**config.mk**
```make
export PLATFORM = sky130hd
export DESIGN_NAME = mux_scan_sequencer_flat
export DESIGN_NICKNAME = d
export VERILOG_FILES = /design/src/rtl/mux_scan_sequencer_if.sv /design/src/rtl/mux_scan_sequencer.sv /design/src/flat_wrapper.sv
export SDC_FILE = /design/constraint.sdc
export NUM_CORES = 1
export LEC_CHECK = 0
export ABC_AREA = 1
export BUFFER_PORTS_ARGS = -buffer_cell sky130_fd_sc_hd__clkbuf_2
export CORE_UTILIZATION = 34
export DETAILED_ROUTE_END_ITERATION = 10
export GPL_TIMING_DRIVEN = 0
export HOLD_SLACK_MARGIN = 0.15
export PLACE_DENSITY = 0.65
export SLEW_MARGIN = 20
export SYNTH_ARGS = -nofsm -noshare
export SYNTH_HDL_FRONTEND = slang
export SYNTH_SLANG_ARGS = --single-unit
```
**constraint.sdc**
```tcl
create_clock -name clk -period 2.02 [get_ports clk]
set_input_delay 0 -clock clk [delete_from_list [all_inputs] [get_ports clk]]
set_output_delay 0 -clock clk [all_outputs]
set_load 0.02 [all_outputs]
```
**src/rtl/mux_scan_sequencer_if.sv**
```systemverilog
// Readout stream of the scan sequencer: one captured mux word tagged with its channel index.
interface mux_scan_sequencer_if #(
    parameter int unsigned WIDTH = 32,
    parameter int unsigned SELW  = 4
) ();
    logic [WIDTH-1:0] out_data;
    logic [SELW-1:0]  out_chan;
    logic             out_valid;
    logic             out_ready;

    modport master (output out_data, output out_chan, output out_valid, input out_ready);
    modport slave  (input out_data, input out_chan, input out_valid, output out_ready);
endinterface

```
**src/rtl/mux_scan_sequencer.sv**
```systemverilog
// Scans the channels enabled in a mask through a registered channel mux, lowest index first,
// and streams each captured word out with its channel tag over a valid/ready handshake.
module mux_scan_sequencer #(
    parameter int unsigned WIDTH     = 32,
    parameter int unsigned NCH       = 16,
    parameter int unsigned SELW      = 4,
    parameter int unsigned MUX_LAT   = 1,
    parameter int unsigned SKIP_ZERO = 0,
    parameter int unsigned CNTW      = 8
) (
    input  logic                 clk,
    input  logic                 rst_n,
    input  logic                 start_i,
    input  logic                 abort_i,
    input  logic [NCH-1:0]       ch_mask_i,
    output logic [SELW-1:0]      mux_sel_o,
    input  logic [WIDTH-1:0]     mux_q_i,
    mux_scan_sequencer_if.master out_if,
    output logic                 busy_o,
    output logic                 scan_done_o,
    output logic [CNTW-1:0]      overrun_cnt_o
);
    localparam int unsigned     LATW     = (MUX_LAT < 2) ? 1 : $clog2(MUX_LAT + 1);
    localparam logic [LATW-1:0] LAT_LOAD = LATW'(MUX_LAT);

    typedef enum logic [1:0] {
        ST_IDLE = 2'd0,
        ST_WAIT = 2'd1,
        ST_OUT  = 2'd2
    } state_e;

    state_e           state_q, state_d;
    logic [NCH-1:0]   rem_q, rem_d;
    logic [LATW-1:0]  cnt_q, cnt_d;
    logic [SELW-1:0]  sel_q, sel_d;
    logic [WIDTH-1:0] data_q, data_d;
    logic [SELW-1:0]  chan_q, chan_d;
    logic             valid_q, valid_d;
    logic             busy_q, busy_d;
    logic             done_q, done_d;
    logic [CNTW-1:0]  ovr_q, ovr_d;

    logic             hs_c;
    logic             skip_c;

    function automatic logic [SELW-1:0] lowest_idx(input logic [NCH-1:0] m);
        logic [SELW-1:0] idx;
        idx = '0;
        for (int i = int'(NCH) - 1; i >= 0; i--) begin
            if (m[i]) idx = SELW'(i);
        end
        return idx;
    endfunction

    // A skipped (zero) word leaves valid low, so OUT then exits as if handshaken.
    assign hs_c   = (state_q == ST_OUT) && (!valid_q || out_if.out_ready);
    assign skip_c = (SKIP_ZERO != 0) && (mux_q_i == '0);

    always_ff @(posedge clk or negedge rst_n) begin : state_reg
        if (!rst_n) begin
            state_q <= ST_IDLE;
            rem_q   <= '0;
            cnt_q   <= '0;
            sel_q   <= '0;
            data_q  <= '0;
            chan_q  <= '0;
            valid_q <= 1'b0;
            busy_q  <= 1'b0;
            done_q  <= 1'b0;
            ovr_q   <= '0;
        end else begin
            state_q <= state_d;
            rem_q   <= rem_d;
            cnt_q   <= cnt_d;
            sel_q   <= sel_d;
            data_q  <= data_d;
            chan_q  <= chan_d;
            valid_q <= valid_d;
            busy_q  <= busy_d;
            done_q  <= done_d;
            ovr_q   <= ovr_d;
        end
    end

    always_comb begin : next_state_comb
        state_d = state_q;
        case (state_q)
            ST_IDLE: begin
                if (start_i && !abort_i && (ch_mask_i != '0)) state_d = ST_WAIT;
            end
            ST_WAIT: begin
                if (abort_i)              state_d = ST_IDLE;
                else if (cnt_q == '0)     state_d = ST_OUT;
            end
            ST_OUT: begin
                if (abort_i)              state_d = ST_IDLE;
                else if (hs_c)            state_d = (rem_q != '0) ? ST_WAIT : ST_IDLE;
            end
            default:                      state_d = ST_IDLE;
        endcase
    end

    always_comb begin : output_comb
        rem_d   = rem_q;
        cnt_d   = cnt_q;
        sel_d   = sel_q;
        data_d  = data_q;
        chan_d  = chan_q;
        valid_d = valid_q;
        done_d  = 1'b0;
        ovr_d   = ovr_q;
        case (state_q)
            ST_IDLE: begin
                if (start_i && !abort_i) begin
                    if (ch_mask_i == '0) begin
                        done_d = 1'b1;
                    end else begin
                        sel_d = lowest_idx(ch_mask_i);
                        rem_d = ch_mask_i & (ch_mask_i - NCH'(1));
                        cnt_d = LAT_LOAD;
                    end
                end
            end
            ST_WAIT: begin
                if (abort_i) begin
                    rem_d   = '0;
                    valid_d = 1'b0;
                end else if (cnt_q == '0) begin
                    data_d  = mux_q_i;
                    chan_d  = sel_q;
                    valid_d = !skip_c;
                end else begin
                    cnt_d = cnt_q - LATW'(1);
                end
            end
            ST_OUT: begin
                if (abort_i) begin
                    rem_d   = '0;
                    valid_d = 1'b0;
                end else if (hs_c) begin
                    valid_d = 1'b0;
                    if (rem_q != '0) begin
                        // rem & (rem-1) drops the lowest set bit, i.e. the channel just loaded
                        sel_d = lowest_idx(rem_q);
                        rem_d = rem_q & (rem_q - NCH'(1));
                        cnt_d = LAT_LOAD;
                    end else begin
                        done_d = 1'b1;
                    end
                end
            end
            default: begin
                rem_d   = '0;
                valid_d = 1'b0;
            end
        endcase
        if ((state_q != ST_IDLE) && start_i && !abort_i && (ovr_q != '1)) begin
            ovr_d = ovr_q + CNTW'(1);
        end
        busy_d = (state_d != ST_IDLE);
    end

    assign mux_sel_o        = sel_q;
    assign out_if.out_data  = data_q;
    assign out_if.out_chan  = chan_q;
    assign out_if.out_valid = valid_q;
    assign busy_o           = busy_q;
    assign scan_done_o      = done_q;
    assign overrun_cnt_o    = ovr_q;

endmodule

```
**src/flat_wrapper.sv**
```systemverilog
// flat-port wrapper written by rule: the top's interface ports become plain ports
module mux_scan_sequencer_flat 
#(
    parameter int unsigned WIDTH     = 32,
    parameter int unsigned NCH       = 16,
    parameter int unsigned SELW      = 4,
    parameter int unsigned MUX_LAT   = 1,
    parameter int unsigned SKIP_ZERO = 0,
    parameter int unsigned CNTW      = 8
)
  (clk, rst_n, start_i, abort_i, ch_mask_i, mux_sel_o, mux_q_i, busy_o, scan_done_o, overrun_cnt_o, out_if_out_data, out_if_out_chan, out_if_out_valid, out_if_out_ready);
  mux_scan_sequencer_if #(.WIDTH(WIDTH), .SELW(SELW)) out_if_i ();
  input  logic clk;
  input  logic rst_n;
  input  logic start_i;
  input  logic abort_i;
  input  logic [NCH-1:0] ch_mask_i;
  output logic [SELW-1:0] mux_sel_o;
  input  logic [WIDTH-1:0] mux_q_i;
  output logic busy_o;
  output logic scan_done_o;
  output logic [CNTW-1:0] overrun_cnt_o;
  output wire logic [$bits(out_if_i.out_data)-1:0] out_if_out_data;
  output wire logic [$bits(out_if_i.out_chan)-1:0] out_if_out_chan;
  output wire logic [$bits(out_if_i.out_valid)-1:0] out_if_out_valid;
  input wire logic [$bits(out_if_i.out_ready)-1:0] out_if_out_ready;
  assign out_if_out_data = out_if_i.out_data;
  assign out_if_out_chan = out_if_i.out_chan;
  assign out_if_out_valid = out_if_i.out_valid;
  assign out_if_i.out_ready = out_if_out_ready;
  mux_scan_sequencer #(.WIDTH(WIDTH), .NCH(NCH), .SELW(SELW), .MUX_LAT(MUX_LAT), .SKIP_ZERO(SKIP_ZERO), .CNTW(CNTW)) u_core (.clk(clk), .rst_n(rst_n), .start_i(start_i), .abort_i(abort_i), .ch_mask_i(ch_mask_i), .mux_sel_o(mux_sel_o), .mux_q_i(mux_q_i), .out_if(out_if_i), .busy_o(busy_o), .scan_done_o(scan_done_o), .overrun_cnt_o(overrun_cnt_o));
endmodule
```
---- After elaboration in Yosys (flattened, before gate mapping) ----
Index checks and enable logic that the tools add are counted.
storage, ports and cells
  register bits ........................... 70
  word-level logic and storage cells ...... 125
  bits of input ports ..................... 53
cells by class
  equal/unequal tests ..................... 13
  add/sub/neg operators ................... 4
  bitwise logic cells ..................... 5
  multiplexer cells ....................... 71
  reductions and logical operators ........ 22
operator list
  operator                                                              count
  4-bit two-way mux                                                     37
  16-bit two-way mux                                                    6
  16-bit case mux with 3 select lines                                   1
  16-bit bitwise AND                                                    2
  16-bit nonzero test                                                   2
  16-bit by 1-bit subtractor with 16-bit output, second input constant  2
  1-bit two-way mux                                                     17
  16-bit zero test                                                      1
  2-bit two-way mux                                                     5
  2-bit != test, second input constant                                  5
  8-bit by 1-bit adder with 8-bit output, second input constant         1
  8-bit != test, second input constant                                  1
  4-bit case mux with 2 select lines                                    1
  7-bit AND reduction                                                   1
  1-bit logical AND                                                     6
  3-bit != test, second input constant                                  2
  1-bit case mux with 3 select lines                                    2
  2-bit case mux with 3 select lines                                    1
  3-bit AND reduction                                                   2
  6-bit AND reduction                                                   1
  2-bit nonzero test                                                    3
  5-bit AND reduction                                                   1
  2-bit by 1-bit != test with 1-bit output, second input constant       2
  3-bit by 2-bit != test with 1-bit output, second input constant       1
  other kinds (9)                                                       12

---- Logic depth before layout (Yosys ltp) ----
  depth after elaboration ................. 20
  mapped depth ............................ 19

---- Worst setup path after synthesis ----
No wires, ideal clock.
  path kind ............................... flip-flop to flip-flop
  start point ............................. register u_core.ovr_q[0] (netlist: u_core.overrun_cnt_o[0])
  end point ............................... register u_core.ovr_q[7] (netlist: u_core.overrun_cnt_o[7])
  setup time .............................. 129 ps
  slack ................................... 393 ps
  data required time ...................... 1,891 ps
  path buffers ............................ 0
  data arrival time ....................... 1,497 ps
  stages on the path, launching flop included .. 9
  path through ............................ dfrtp_1 > ha_1 > nand2_1 > nor3_1 > nand3_1 > nand4_1 > nor2_1 > nand4_1 > xnor2_1
on the way
  cells in the longest elaborated chain, start to end .. 2
  elaborated cells on any way between the ends .. 3
  those cells by class .................... add/sub (1); eq/ne (1); reduce/logical (1)
ends and longest elaborated chain
  what                                                                                            line                      text
  from (decl)                                                                                     mux_scan_sequencer.sv:41  logic [CNTW-1:0] ovr_q, ovr_d;
  from (signal assigned)                                                                          mux_scan_sequencer.sv:81  ovr_q <= ovr_d;
  parallel branches: the longest is 2 deep, another holds 8-bit by 1-bit adder with 8-bit output  -
Parallel ways; which one is timed is not known.
A chain may end at the register's enable or synchronous reset.

---- Worst setup path after layout ----
  start point ............................. input port ch_mask_i[7]
  end point ............................... register u_core.rem_q[9]
on the way
  cells in the longest elaborated chain, start to end .. 5
  elaborated cells on any way between the ends .. 8
  those cells by class .................... add/sub (1); eq/ne (1); mux (3); bitwise (1); reduce/logical (2)
ends and longest elaborated chain
  what                                           line                       text
  from (decl)                                    flat_wrapper.sv:17         input logic [NCH-1:0] ch_mask_i;
  16-bit by 1-bit subtractor with 16-bit output  mux_scan_sequencer.sv:119  rem_d = ch_mask_i & (ch_mask_i - NCH'(1));
  16-bit bitwise AND                             mux_scan_sequencer.sv:119
  16-bit two-way mux                             mux_scan_sequencer.sv:115  if (ch_mask_i == '0) begin
  16-bit two-way mux                             mux_scan_sequencer.sv:114  if (start_i && !abort_i) begin
  16-bit case mux with 3 select lines            mux_scan_sequencer.sv:112  case (state_q)
  to (signal assigned)                           mux_scan_sequencer.sv:73   rem_q <= rem_d;
  to (decl)                                      mux_scan_sequencer.sv:33   logic [NCH-1:0] rem_q, rem_d;
Parallel ways exist; a longest one is shown, timed or not. The select of a mux whose other input is x is not followed.

==> results.toml <==
[clock_network]
cts_max_level = 3
cts_inserted_buffers = 9
clock_path_buffers = 2
root_driver = "sky130_fd_sc_hd__clkbuf_8"
clock_tree_from_tritoncts = "yes"
tritoncts_num_sinks = 69
worst_skew_pair.late_latency_ns = 0.35
clkTransAtPathRegs_ns = 0.08

[floorplanning]
initial_core_utilization = 0.357
die_h_um = 104
placeableCoreArea_um2 = 9950
io-pin-count = 104
die_width_um = 104
floorplan.rows = 36
die_area_um2 = 10900

[setup_path]
r2r.worst_path.cells = 13
cp_slowest_cell = "sky130_fd_sc_hd__dlygate4sd3_1"
cp_cell_sequence = "dlygate4sd3_1 -> clkbuf_2 -> nor2_2 -> nand2_1 -> nor2_4 -> inv_2 -> o21ai_0 -> dlygate4sd3_1 -> o21ai_0 -> nand2_1 -> o21ai_2"
timing.critical_path.max_delay_family = "buffers and inverters"
crit_fanout = 4
r2r_setup_slack_ns = 0.22
worstReg2RegStart = "u_core.rem_q[1]$_DFFE_PN0P_"
setup.worst_path.end = "u_core.rem_q[9]$_DFFE_PN0P_"
worstSetupEndpointType = "register"
total_stage_count_of_the_critical_path = 11
setup.worst_path.class = "input pin to register"
critPathBufInv = 4
critPathArrivalTime_ns = 2.11
rr_endpoint = "u_core.rem_q[4]$_DFFE_PN0P_"
crit_path_max_incr_delay_ns = 0.56
setup.worst_path.start = "ch_mask_i[7]"
cp_data_required_time_ns = 2.25
worst_setup_path_start_kind = "input pin"

[placed_design]
gp_congestion = 0.805
placement.setup.worst_slack_ns = 0.109
post-dp-hpwl_mm = 6.34
port-buffer-count = 103

[sta]
final_max_slew_viol_count = 0
setup_ws_ns = 0.147
worst_clock_skew_ns = 0.00958
finalSetupTns_ns = 0
setup_violations = 0
final_hold_viol_count = 0
finalCritPeriodShare = 0.927
worst_pin_slew_ns = 0.780
min_period_ns = 1.87
relSlewSlack = 0.478
setup_repair_after_global_routing_missed_its_margin = "no"
timing_limited_maximum_frequency_mhz = 534

[power_and_ir_drop]
power.density_cell_area_nw_per_um2 = 1260
p_leak_nw = 2.53
peakVddDrop_mv = 0.539

[finish]
fin_util = 0.509
layout-drive-gt1-share = 0.348
antenna_cells_inserted = 0
area_growth_syn_to_layout_pct = 42.8
design.final.nets = 621
filler_cell_count = 912

[job]
max_cap_violations = 0

[yosys]
yosys.cell_types.count = 34
synthesis.instances = 393
synth.largest_area_cell = "sky130_fd_sc_hd__dfrtp_1"
synth_top_area_frac = 0.486
synthesized_area_per_cell_um2 = 9.03
syn_nets = 447
ys_seq_elements = 69
synth_seq_area_share = 0.486
syn-cell-area_um2 = 3550
synthTopCellsByArea = "sky130_fd_sc_hd__dfrtp_1 49%, sky130_fd_sc_hd__mux2_2 11%, sky130_fd_sc_hd__nand2_1 10%, sky130_fd_sc_hd__inv_1 5.1%, sky130_fd_sc_hd__nor2_1 3.3%"
yosys_warnings = 0

[detailed_routing]
drt_drc_violations_left = 0
routedWlPerCell_um = 12.5
vias = 3223
totalWireLength_mm = 8.80
ant_nets = 0
detail_route.vias_per_cell = 4.57
detail_route.iter0.violations = 141
firstDrtPassIters = 4

[grt]
grt_remaining_overflow = 0
grt_pass1_wl_mm = 15.1
grt_pass1_vias = 3254
grt_max_degree = 54
antenna_found_initial = 0
gr-usage-all-layers = 0.175

[run_status]
run_status = "finished clean"

[min_path]
worstHoldPathType = "input pin to asynchronous set/reset pin"
==> per-stage QoR <==
| step | instance area [um2] | power, W | hold slack, ns | instances |
|---|---|---|---|---|
| floorplan | 3550 | 0.00426 | -0.296 | 393 |
| global placement | 4230 | 0.00507 | 0.232 | 629 |
| detailed placement | 4260 | 0.00517 | -0.0741 | 630 |
| CTS | 5030 | 0.00640 | 0.207 | 703 |
| global route | 5070 | 0.00686 | 0.230 | 705 |
| finish | 5070 | 0.00637 | 0.206 | 705 |
==> kinds of logic (layout without fill, tap and decap cells) <==
group / Yosys count / in the layout / share of synthesized area
simple gates: 174 / 174 / 0.224
xor+xnor: 7 / 7 / 0.0173
buf+inv: 60 / 239 / 0.0726
mux: 34 / 34 / 0.108
flops: 69 / 69 / 0.486
compound gates: 48 / 48 / 0.0885
fa+ha+maj: 1 / 1 / 0.00352
==> registers in the layout, summed over array words and instances, names as in the netlist <==
name and cells:
u_core.out_if.out_valid 1, u_core.scan_done_o 1, u_core.out_if.out_chan 4, u_core.cnt_q 1, u_core.out_if.out_data 32, u_core.mux_sel_o 4
u_core.state_q 2, u_core.overrun_cnt_o 8, u_core.busy_o 1, u_core.rem_q 15
==> where the power goes <==
group | internal (W) | total (W) | leakage [nW] | switching [W]
logic | 0.00113 | 0.00286 | 1.57 | 0.00173
clock network | 0.000574 | 0.00113 | 0.0996 | 0.000554
registers | 0.00198 | 0.00239 | 0.854 | 0.000404
total | 0.00368 | 0.00637 | 2.53 | 0.00269
==> placed cells by master, fill, tap and decap left out, drive strengths merged <==
cell type    instances
buf                  8
a21oi                2
o32ai                1
xor2                 2
nand3               16
dlygate4sd3         57
o21ai               34
a211oi               1
or2                  1
o31ai                4
clkbuf             114
ha                   1
inv                 54
nor3                 6
clkinvlp             1
bufinv               1
mux2                34
o211ai               1
a31oi                3
xnor2                5
a32o                 1
nand2              101
nor2                43
dfrtp               69
clkinv               4
o22ai                1
nand4                7
==> Yosys cell counts (all sizes together) <==
cell      n
mux2     34
inv      53
nor2     43
a31oi     3
o31ai     4
or2       1
nand4     7
o22ai     1
o32ai     1
ha        1
xnor2     5
a21oi     2
dfrtp    69
a211oi    1
a32o      1
clkbuf    2
xor2      2
nand2   101
o21ai    34
nor3      6
o211ai    1
buf       5
nand3    16
==> routing by layer <==
| metal | vias to the layer above | global-route usage | routed length, um |
|---|---|---|---|
| met4 | 0 | 0.0429 | 46 |
| met2 | 87 | 0.310 | 4420 |
| met3 | 4 | 0.0426 | 458 |
| met1 | 1511 | 0.212 | 3880 |
| met5 | - | 0 | 0 |
| li1 | 1621 | - | - |
==> tightest hold or removal path: stages <==
cell and delay, ns:
sky130_fd_sc_hd__dlygate4sd3_1 0.53, sky130_fd_sc_hd__clkbuf_4 0.16, sky130_fd_sc_hd__buf_16 0.25
==> what timing repair did <==
item                                    4_1_cts  5_1_grt
setup buffers                                 0        2
resized for setup                             0        6
hold endpoints to repair                    125        0
hold buffers                                 57        0
endpoints found under the setup margin        0        8
==> area by class of cell <==
type	instances	area, um2	area share
clock inverters	7	73.8	0.0146
multi-input cells	264	1590	0.314
flip-flops and latches	69	1730	0.341
plain buffers	7	53.8	0.0106
inverters	53	204	0.0402
well taps	133	166	0.0328
repair buffers	163	1130	0.223
clock buffers	9	124	0.0244
==> worst min-delay path by stage <==
stage	startpoint	end	slack [ns]	depth (start not counted)
6_report	rst_n	u_core.overrun_cnt_o[3]$_DFFE_PN0P_	0.21	3
5_1_grt	rst_n	u_core.overrun_cnt_o[4]$_DFFE_PN0P_	0.23	3
4_1_cts	rst_n	u_core.overrun_cnt_o[3]$_DFFE_PN0P_	0.21	3
3_5_place_dp	rst_n	u_core.overrun_cnt_o[2]$_DFFE_PN0P_	-0.07	1
3_3_place_gp	mux_q_i[10]	u_core.out_if.out_data[10]$_DFFE_PN0P_	0.23	2
2_1_floorplan	rst_n	u_core.busy_o$_DFF_PN0_	-0.30	0
Power figures use the tool's default switching activity.
